**src/rtl/trisc_pkg.sv**
```systemverilog
// Shared definitions for the TRISC instruction-register decode slice:
// opcode constants, decode-line bit positions, field widths and the
// decode FSM state encoding.
package trisc_pkg;

    localparam int IR_W    = 8;
    localparam int OPC_W   = 4;
    localparam int ADDR_W  = 4;
    localparam int ACC_W   = 8;
    localparam int NUM_OPS = 11;

    localparam logic [OPC_W-1:0] OP_LDA = 4'h0;
    localparam logic [OPC_W-1:0] OP_STA = 4'h1;
    localparam logic [OPC_W-1:0] OP_ADD = 4'h2;
    localparam logic [OPC_W-1:0] OP_SUB = 4'h3;
    localparam logic [OPC_W-1:0] OP_XOR = 4'h4;
    localparam logic [OPC_W-1:0] OP_INC = 4'h5;
    localparam logic [OPC_W-1:0] OP_CLR = 4'h6;
    localparam logic [OPC_W-1:0] OP_JMP = 4'h7;
    localparam logic [OPC_W-1:0] OP_JPZ = 4'h8;
    localparam logic [OPC_W-1:0] OP_JPN = 4'h9;
    localparam logic [OPC_W-1:0] OP_HLT = 4'hF;

    // Bit positions of each decode line inside the one-hot vector
    localparam int DEC_LDA = 0;
    localparam int DEC_STA = 1;
    localparam int DEC_ADD = 2;
    localparam int DEC_SUB = 3;
    localparam int DEC_XOR = 4;
    localparam int DEC_INC = 5;
    localparam int DEC_CLR = 6;
    localparam int DEC_JMP = 7;
    localparam int DEC_JPZ = 8;
    localparam int DEC_JPN = 9;
    localparam int DEC_HLT = 10;

    typedef enum logic [1:0] {
        ST_RUN  = 2'd0,
        ST_HALT = 2'd1,
        ST_TRAP = 2'd2
    } state_e;

    // 0xA..0xE are the unassigned opcodes
    function automatic logic op_is_legal(input logic [OPC_W-1:0] op);
        return (op <= OP_JPN) || (op == OP_HLT);
    endfunction

endpackage

```
**src/rtl/op_onehot.sv**
```systemverilog
// Purely combinational opcode to one-hot decoder. Unassigned opcodes
// produce an all-zero vector.
module op_onehot
    import trisc_pkg::*;
(
    input  logic [OPC_W-1:0]   opcode_i,
    output logic [NUM_OPS-1:0] onehot_o
);

    // Map each opcode to its single decode line
    always_comb begin
        onehot_o = '0;
        case (opcode_i)
            OP_LDA:  onehot_o[DEC_LDA] = 1'b1;
            OP_STA:  onehot_o[DEC_STA] = 1'b1;
            OP_ADD:  onehot_o[DEC_ADD] = 1'b1;
            OP_SUB:  onehot_o[DEC_SUB] = 1'b1;
            OP_XOR:  onehot_o[DEC_XOR] = 1'b1;
            OP_INC:  onehot_o[DEC_INC] = 1'b1;
            OP_CLR:  onehot_o[DEC_CLR] = 1'b1;
            OP_JMP:  onehot_o[DEC_JMP] = 1'b1;
            OP_JPZ:  onehot_o[DEC_JPZ] = 1'b1;
            OP_JPN:  onehot_o[DEC_JPN] = 1'b1;
            OP_HLT:  onehot_o[DEC_HLT] = 1'b1;
            default: onehot_o = '0;
        endcase
    end

endmodule

```
**src/rtl/ir_decode.sv**
```systemverilog
// Instruction register, accumulator flag register and run/halt/trap
// sequencing for the TRISC controller. Decode lines are registered-IR
// based (one cycle after ir_load) and gated off until the first load
// after reset, since the cleared IR would otherwise read as LDA.
//
// Optional build macro: IR_DECODE_ILLEGAL_TRAP_EN -- when defined, an
// illegal opcode in the IR sets the sticky illegal flag and parks the
// block in TRAP; when undefined, illegal opcodes are silent no-ops.
//
//   state   | meaning
//   --------+------------------------------------------------------
//   ST_RUN  | normal operation, IR/flags load, decode lines live
//   ST_HALT | HLT executed; loads ignored, decode forced low
//   ST_TRAP | illegal opcode seen (trap build only); same as HALT
module ir_decode
    import trisc_pkg::*;
(
    input  logic              clock,
    input  logic              reset,
    input  logic              ir_load,
    input  logic [IR_W-1:0]   mem_data,
    input  logic              flag_load,
    input  logic [ACC_W-1:0]  acc,
    output logic              LDA,
    output logic              STA,
    output logic              ADD,
    output logic              SUB,
    output logic              XOR,
    output logic              INC,
    output logic              CLR,
    output logic              JMP,
    output logic              JPZ,
    output logic              JPN,
    output logic              HLT,
    output logic              jump_taken,
    output logic [ADDR_W-1:0] addr,
    output logic              zero,
    output logic              neg,
    output logic              halted,
    output logic              illegal
);

    state_e              state_q, state_d;
    logic [IR_W-1:0]     ir_q, ir_d;
    logic                ir_valid_q, ir_valid_d;
    logic                zero_q, zero_d;
    logic                neg_q, neg_d;
    logic                illegal_q, illegal_d;

    logic [NUM_OPS-1:0]  onehot;
    logic [NUM_OPS-1:0]  dec;
    logic                dec_en;
    logic                trap_req;

    op_onehot u_op_onehot (
        .opcode_i (ir_q[IR_W-1:ADDR_W]),
        .onehot_o (onehot)
    );

    assign dec_en = ir_valid_q && (state_q == ST_RUN);
    assign dec    = onehot & {NUM_OPS{dec_en}};

`ifdef IR_DECODE_ILLEGAL_TRAP_EN
    assign trap_req = dec_en && !op_is_legal(ir_q[IR_W-1:ADDR_W]);
`else
    assign trap_req = 1'b0;
`endif

    // Register all state; synchronous reset wins over any load
    always_ff @(posedge clock) begin
        if (reset) begin
            state_q    <= ST_RUN;
            ir_q       <= '0;
            ir_valid_q <= 1'b0;
            zero_q     <= 1'b0;
            neg_q      <= 1'b0;
            illegal_q  <= 1'b0;
        end else begin
            state_q    <= state_d;
            ir_q       <= ir_d;
            ir_valid_q <= ir_valid_d;
            zero_q     <= zero_d;
            neg_q      <= neg_d;
            illegal_q  <= illegal_d;
        end
    end

    // Next-state: loads only in RUN; HLT/illegal decode leave RUN
    always_comb begin
        state_d    = state_q;
        ir_d       = ir_q;
        ir_valid_d = ir_valid_q;
        zero_d     = zero_q;
        neg_d      = neg_q;
        illegal_d  = illegal_q;
        case (state_q)
            ST_RUN: begin
                if (ir_load) begin
                    ir_d       = mem_data;
                    ir_valid_d = 1'b1;
                end
                if (flag_load) begin
                    zero_d = (acc == '0);
                    neg_d  = acc[ACC_W-1];
                end
                if (dec[DEC_HLT]) begin
                    state_d = ST_HALT;
                end else if (trap_req) begin
                    state_d   = ST_TRAP;
                    illegal_d = 1'b1;
                end
            end
            ST_HALT, ST_TRAP: begin
                state_d = state_q;
            end
            default: begin
                state_d = ST_RUN;
            end
        endcase
    end

    assign LDA = dec[DEC_LDA];
    assign STA = dec[DEC_STA];
    assign ADD = dec[DEC_ADD];
    assign SUB = dec[DEC_SUB];
    assign XOR = dec[DEC_XOR];
    assign INC = dec[DEC_INC];
    assign CLR = dec[DEC_CLR];
    assign JMP = dec[DEC_JMP];
    assign JPZ = dec[DEC_JPZ];
    assign JPN = dec[DEC_JPN];
    assign HLT = dec[DEC_HLT];

    assign jump_taken = dec[DEC_JMP] | (dec[DEC_JPZ] & zero_q) | (dec[DEC_JPN] & neg_q);
    assign addr       = ir_q[ADDR_W-1:0];
    assign zero       = zero_q;
    assign neg        = neg_q;
    assign halted     = (state_q == ST_HALT) || (state_q == ST_TRAP);
    assign illegal    = illegal_q;

endmodule

```
**config.mk**
```make
export PLATFORM = sky130hd
export DESIGN_NAME = ir_decode
export DESIGN_NICKNAME = d
export VERILOG_FILES = /design/src/rtl/trisc_pkg.sv /design/src/rtl/op_onehot.sv /design/src/rtl/ir_decode.sv
export SDC_FILE = /design/constraint.sdc
export NUM_CORES = 1
export LEC_CHECK = 0
export ABC_AREA = 1
export ABC_CLOCK_PERIOD_IN_PS = 1000
export BUFFER_PORTS_ARGS = -buffer_cell sky130_fd_sc_hd__buf_2
export CORE_MARGIN = 5
export CORE_UTILIZATION = 41
export DETAILED_ROUTE_END_ITERATION = 7
export PLACE_DENSITY = 0.78
export SLEW_MARGIN = 10
export SYNTH_ARGS = -nofsm -noshare
export SYNTH_HDL_FRONTEND = slang
export SYNTH_SLANG_ARGS = --single-unit
```
**constraint.sdc**
```tcl
create_clock -name clock -period 1 [get_ports clock]
set_input_delay 0 -clock clock [delete_from_list [all_inputs] [get_ports clock]]
set_output_delay 0 -clock clock [all_outputs]
set_load 0.05 [all_outputs]
```
==> flow_metrics.py <==
metrics = {
    "routing": {
        "first_iter_violations": 3,
        "vias": 794,
        "via_per_inst": 4.75,
        "routedWlPerCell_microns": 12.9,
        "ant_nets": 0,
        "wirelength_microns": 2150,
        "highest_layer": "met4",
        "firstDrtPassIters": 4,
        "met2_length_microns": 1290,
        "wl_met3_microns": 107,
        "drcViolationCount": 0,
        "met1_length_microns": 726,
    },
    "grt": {
        "antenna_found_initial": 0,
        "grt_pass1_vias": 842,
        "grt_pass1_wl_microns": 3490,
        "grt_max_degree": 13,
        "grt-ovfl-total": 0,
        "track_usage_pct": 17.7,
    },
    "floorplan": {
        "dieArea_sq_um": 2470,
        "die_h_microns": 49.7,
        "die_w_microns": 49.7,
        "initial_core_util_pct": 42.9,
        "core_area_sq_um": 1510,
        "ioPinCount": 40,
        "rows": 14,
    },
    "layout": {
        "antennaDiodeCount": 0,
        "fillCellCount": 80,
        "fin_nets": 172,
        "drive_above_1_share_pct": 68.2,
        "syn2layout_area_growth_pct": 105,
        "utilization_pct": 88.2,
    },
    "synthesis": {
        "synth_area_leaders": "dfxtp_1, nand2_1, nor2_1",
        "syn_nets": 117,
        "ys_seq_elements": 12,
        "yosysMostFrequentCell": "nand2_1",
        "synthArstFlopShare_pct": 0,
        "synthDominantCellAreaShare_pct": 37.1,
        "yosysTopAreaCell": "dfxtp_1",
        "synth_area_sq_um": 647,
        "ys_types": 16,
        "synth_flop_cell": "dfxtp_1",
        "synth-seq-area-share_pct": 37.1,
        "yosysWarnings": 0,
        "avgSynthCellArea_sq_um": 6.67,
        "synth_common_cells": "nand2_1, nor2_1, inv_1",
        "synth_edf_count": 0,
        "synthCells": 97,
    },
    "worst_setup_path": {
        "crit_type": "reg2out",
        "crit_fanout": 4,
        "cp.buffers_inverters": 4,
        "critPathSlowestCell": "dfxtp_4",
        "cp_top_family": "buffers and inverters",
        "cp-end-kind": "primary output",
        "arrival_ns": 1.27,
        "path_cells": "inv_4, nand2_4, inv_6, nand4_1, inv_2, buf_8",
        "r2r_slack_ns": -0.08,
        "r2r_start": "state_q[0]",
        "crit_path_start_kind": "register",
        "cpPeakStageDelay_ns": 0.35,
        "cp-startpoint": "state_q[0]",
        "required_ns": 1.00,
    },
    "timing": {
        "finalCritPeriodShare_pct": 127,
        "hold_viol_final": 1,
        "report.final.slew_viol_count": 0,
        "rsz0062_at_grt": "yes",
        "fin_crit_ns": 1.27,
        "fmax_mhz": 787,
        "setup-violations-final": 23,
        "setup_slack_ns": -0.271,
        "whs_ns": -0.00148,
        "fin_skew_ns": 0.0105,
    },
    "placement": {
        "dpl_worst_slack_ns": -0.146,
        "dp.final_hpwl_microns": 1520,
        "portBuffers": 38,
        "place_congestion": 0.785,
    },
    "power": {
        "powerDensity_nw_per_um2": 952,
        "totalPowerFinal_w": 0.00126,
        "leakage_nw": 0.627,
        "ir_drop_mv": 0.992,
    },
    "clock_network": {
        "cts_buffer_depth": 2,
        "clockRootBuffer": "clkbuf_4",
        "clock_latency_ns": 0.27,
        "path_clk_slew_ns": 0.08,
        "cts_max_level": 1,
        "cts.sinks": 12,
        "cts_buffers": 3,
        "cts_tree": "built",
    },
    "hold_path": {
        "hp-start": "acc[6]",
        "min_path_type": "in2reg",
    },
    "run_status": {
        "status": "complete, but fails checks",
        "violations": "hold timing, setup timing",
    },
    "run": {
        "drv_cap": 0,
    },
}
==> timing repair <==
| item | CTS | global route |
|---|---|---|
| endpoints found under the setup margin | 21 | 24 |
| resized for setup | 46 | 18 |
| hold endpoints to repair | 5 | 0 |
| hold buffers | 5 | 0 |
| gates cloned | 1 | 0 |
| pin swaps | 6 | 5 |
| buffers inserted | 4 | 2 |
==> layout make-up <==
cell class	instances	area, sq um	share of cell area (%)
clock buffers	4	26.3	1.98
flip-flops and latches	12	256	19.3
inverters	17	76.3	5.74
repair buffers	57	487	36.6
well taps	16	20.0	1.51
multi-input cells	61	463	34.8
==> power breakdown <==
group / switching [W] / internal, W / leakage (nW)
sequential: 0.0000224 / 0.000501 / 0.102
clock: 0.000150 / 0.000154 / 0.0150
combinational: 0.000258 / 0.000179 / 0.509
total: 0.000431 / 0.000834 / 0.627
==> through the flow <==
stage / hold WS (ns) / std cells / setup TNS (ns) / area, sq um
2_1_floorplan: 0.0730 / 97 / -0.623 / 777
3_3_place_gp: 0.251 / 154 / -0.428 / 1020
3_5_place_dp: 0.257 / 154 / -0.765 / 1020
4_1_cts: 0.00160 / 167 / -2.96 / 1270
5_1_grt: 0.0205 / 167 / -4.26 / 1330
6_report: -0.00148 / 167 / -3.09 / 1330
==> layout by cell type, fill, tap and decap left out, types with 4 or more instances in the layout <==
cell and n:
buf_6 7, dlygate4sd3_1 5, buf_8 7, nor2_1 5, a21oi_1 4, dfxtp_2 4, nor2_2 6, a21oi_2 4
inv_1 6, buf_4 10, inv_2 7, nand2_1 16, dfxtp_1 5, nor2_4 7, buf_2 26
==> state kept, by name, indices dropped and copies added (netlist names) <==
register	flops
ir_q	8
ir_valid_q	1
neg	1
state_q	1
zero	1
==> kinds of logic after synthesis <==
| kind of cell | after synthesis | share of synthesized area, % |
|---|---|---|
| AO/OA/AOI/OAI | 11 | 12.0 |
| other | 1 | 0.580 |
| buffers and inverters | 24 | 18.2 |
| flip-flops | 12 | 37.1 |
| AND/OR/NAND/NOR | 49 | 32.1 |
==> layer usage <==
layer,track usage (%),vias up
met4,6.55,0
met1,17.0,356
met2,36.2,28
met3,2.71,4
met5,0,-
li1,-,406
==> final timing paths <==
kind                  end  depth (start not counted)
hold reg to reg   ir_q[3]                          2
setup reg to reg     zero                          6
setup / recovery      JMP                          6
hold / removal       zero                          4
==> worst reg2reg max path: cells and delay by family, from the launching register on <==
| family | cells | cell delay, ns |
|---|---|---|
| buffers and inverters | 2 | 0.21 |
| and+or+nand+nor | 3 | 0.33 |
| DFF | 1 | 0.35 |
| AOI/OAI and AO/OA | 1 | 0.12 |
Power figures use the tool's default switching activity.
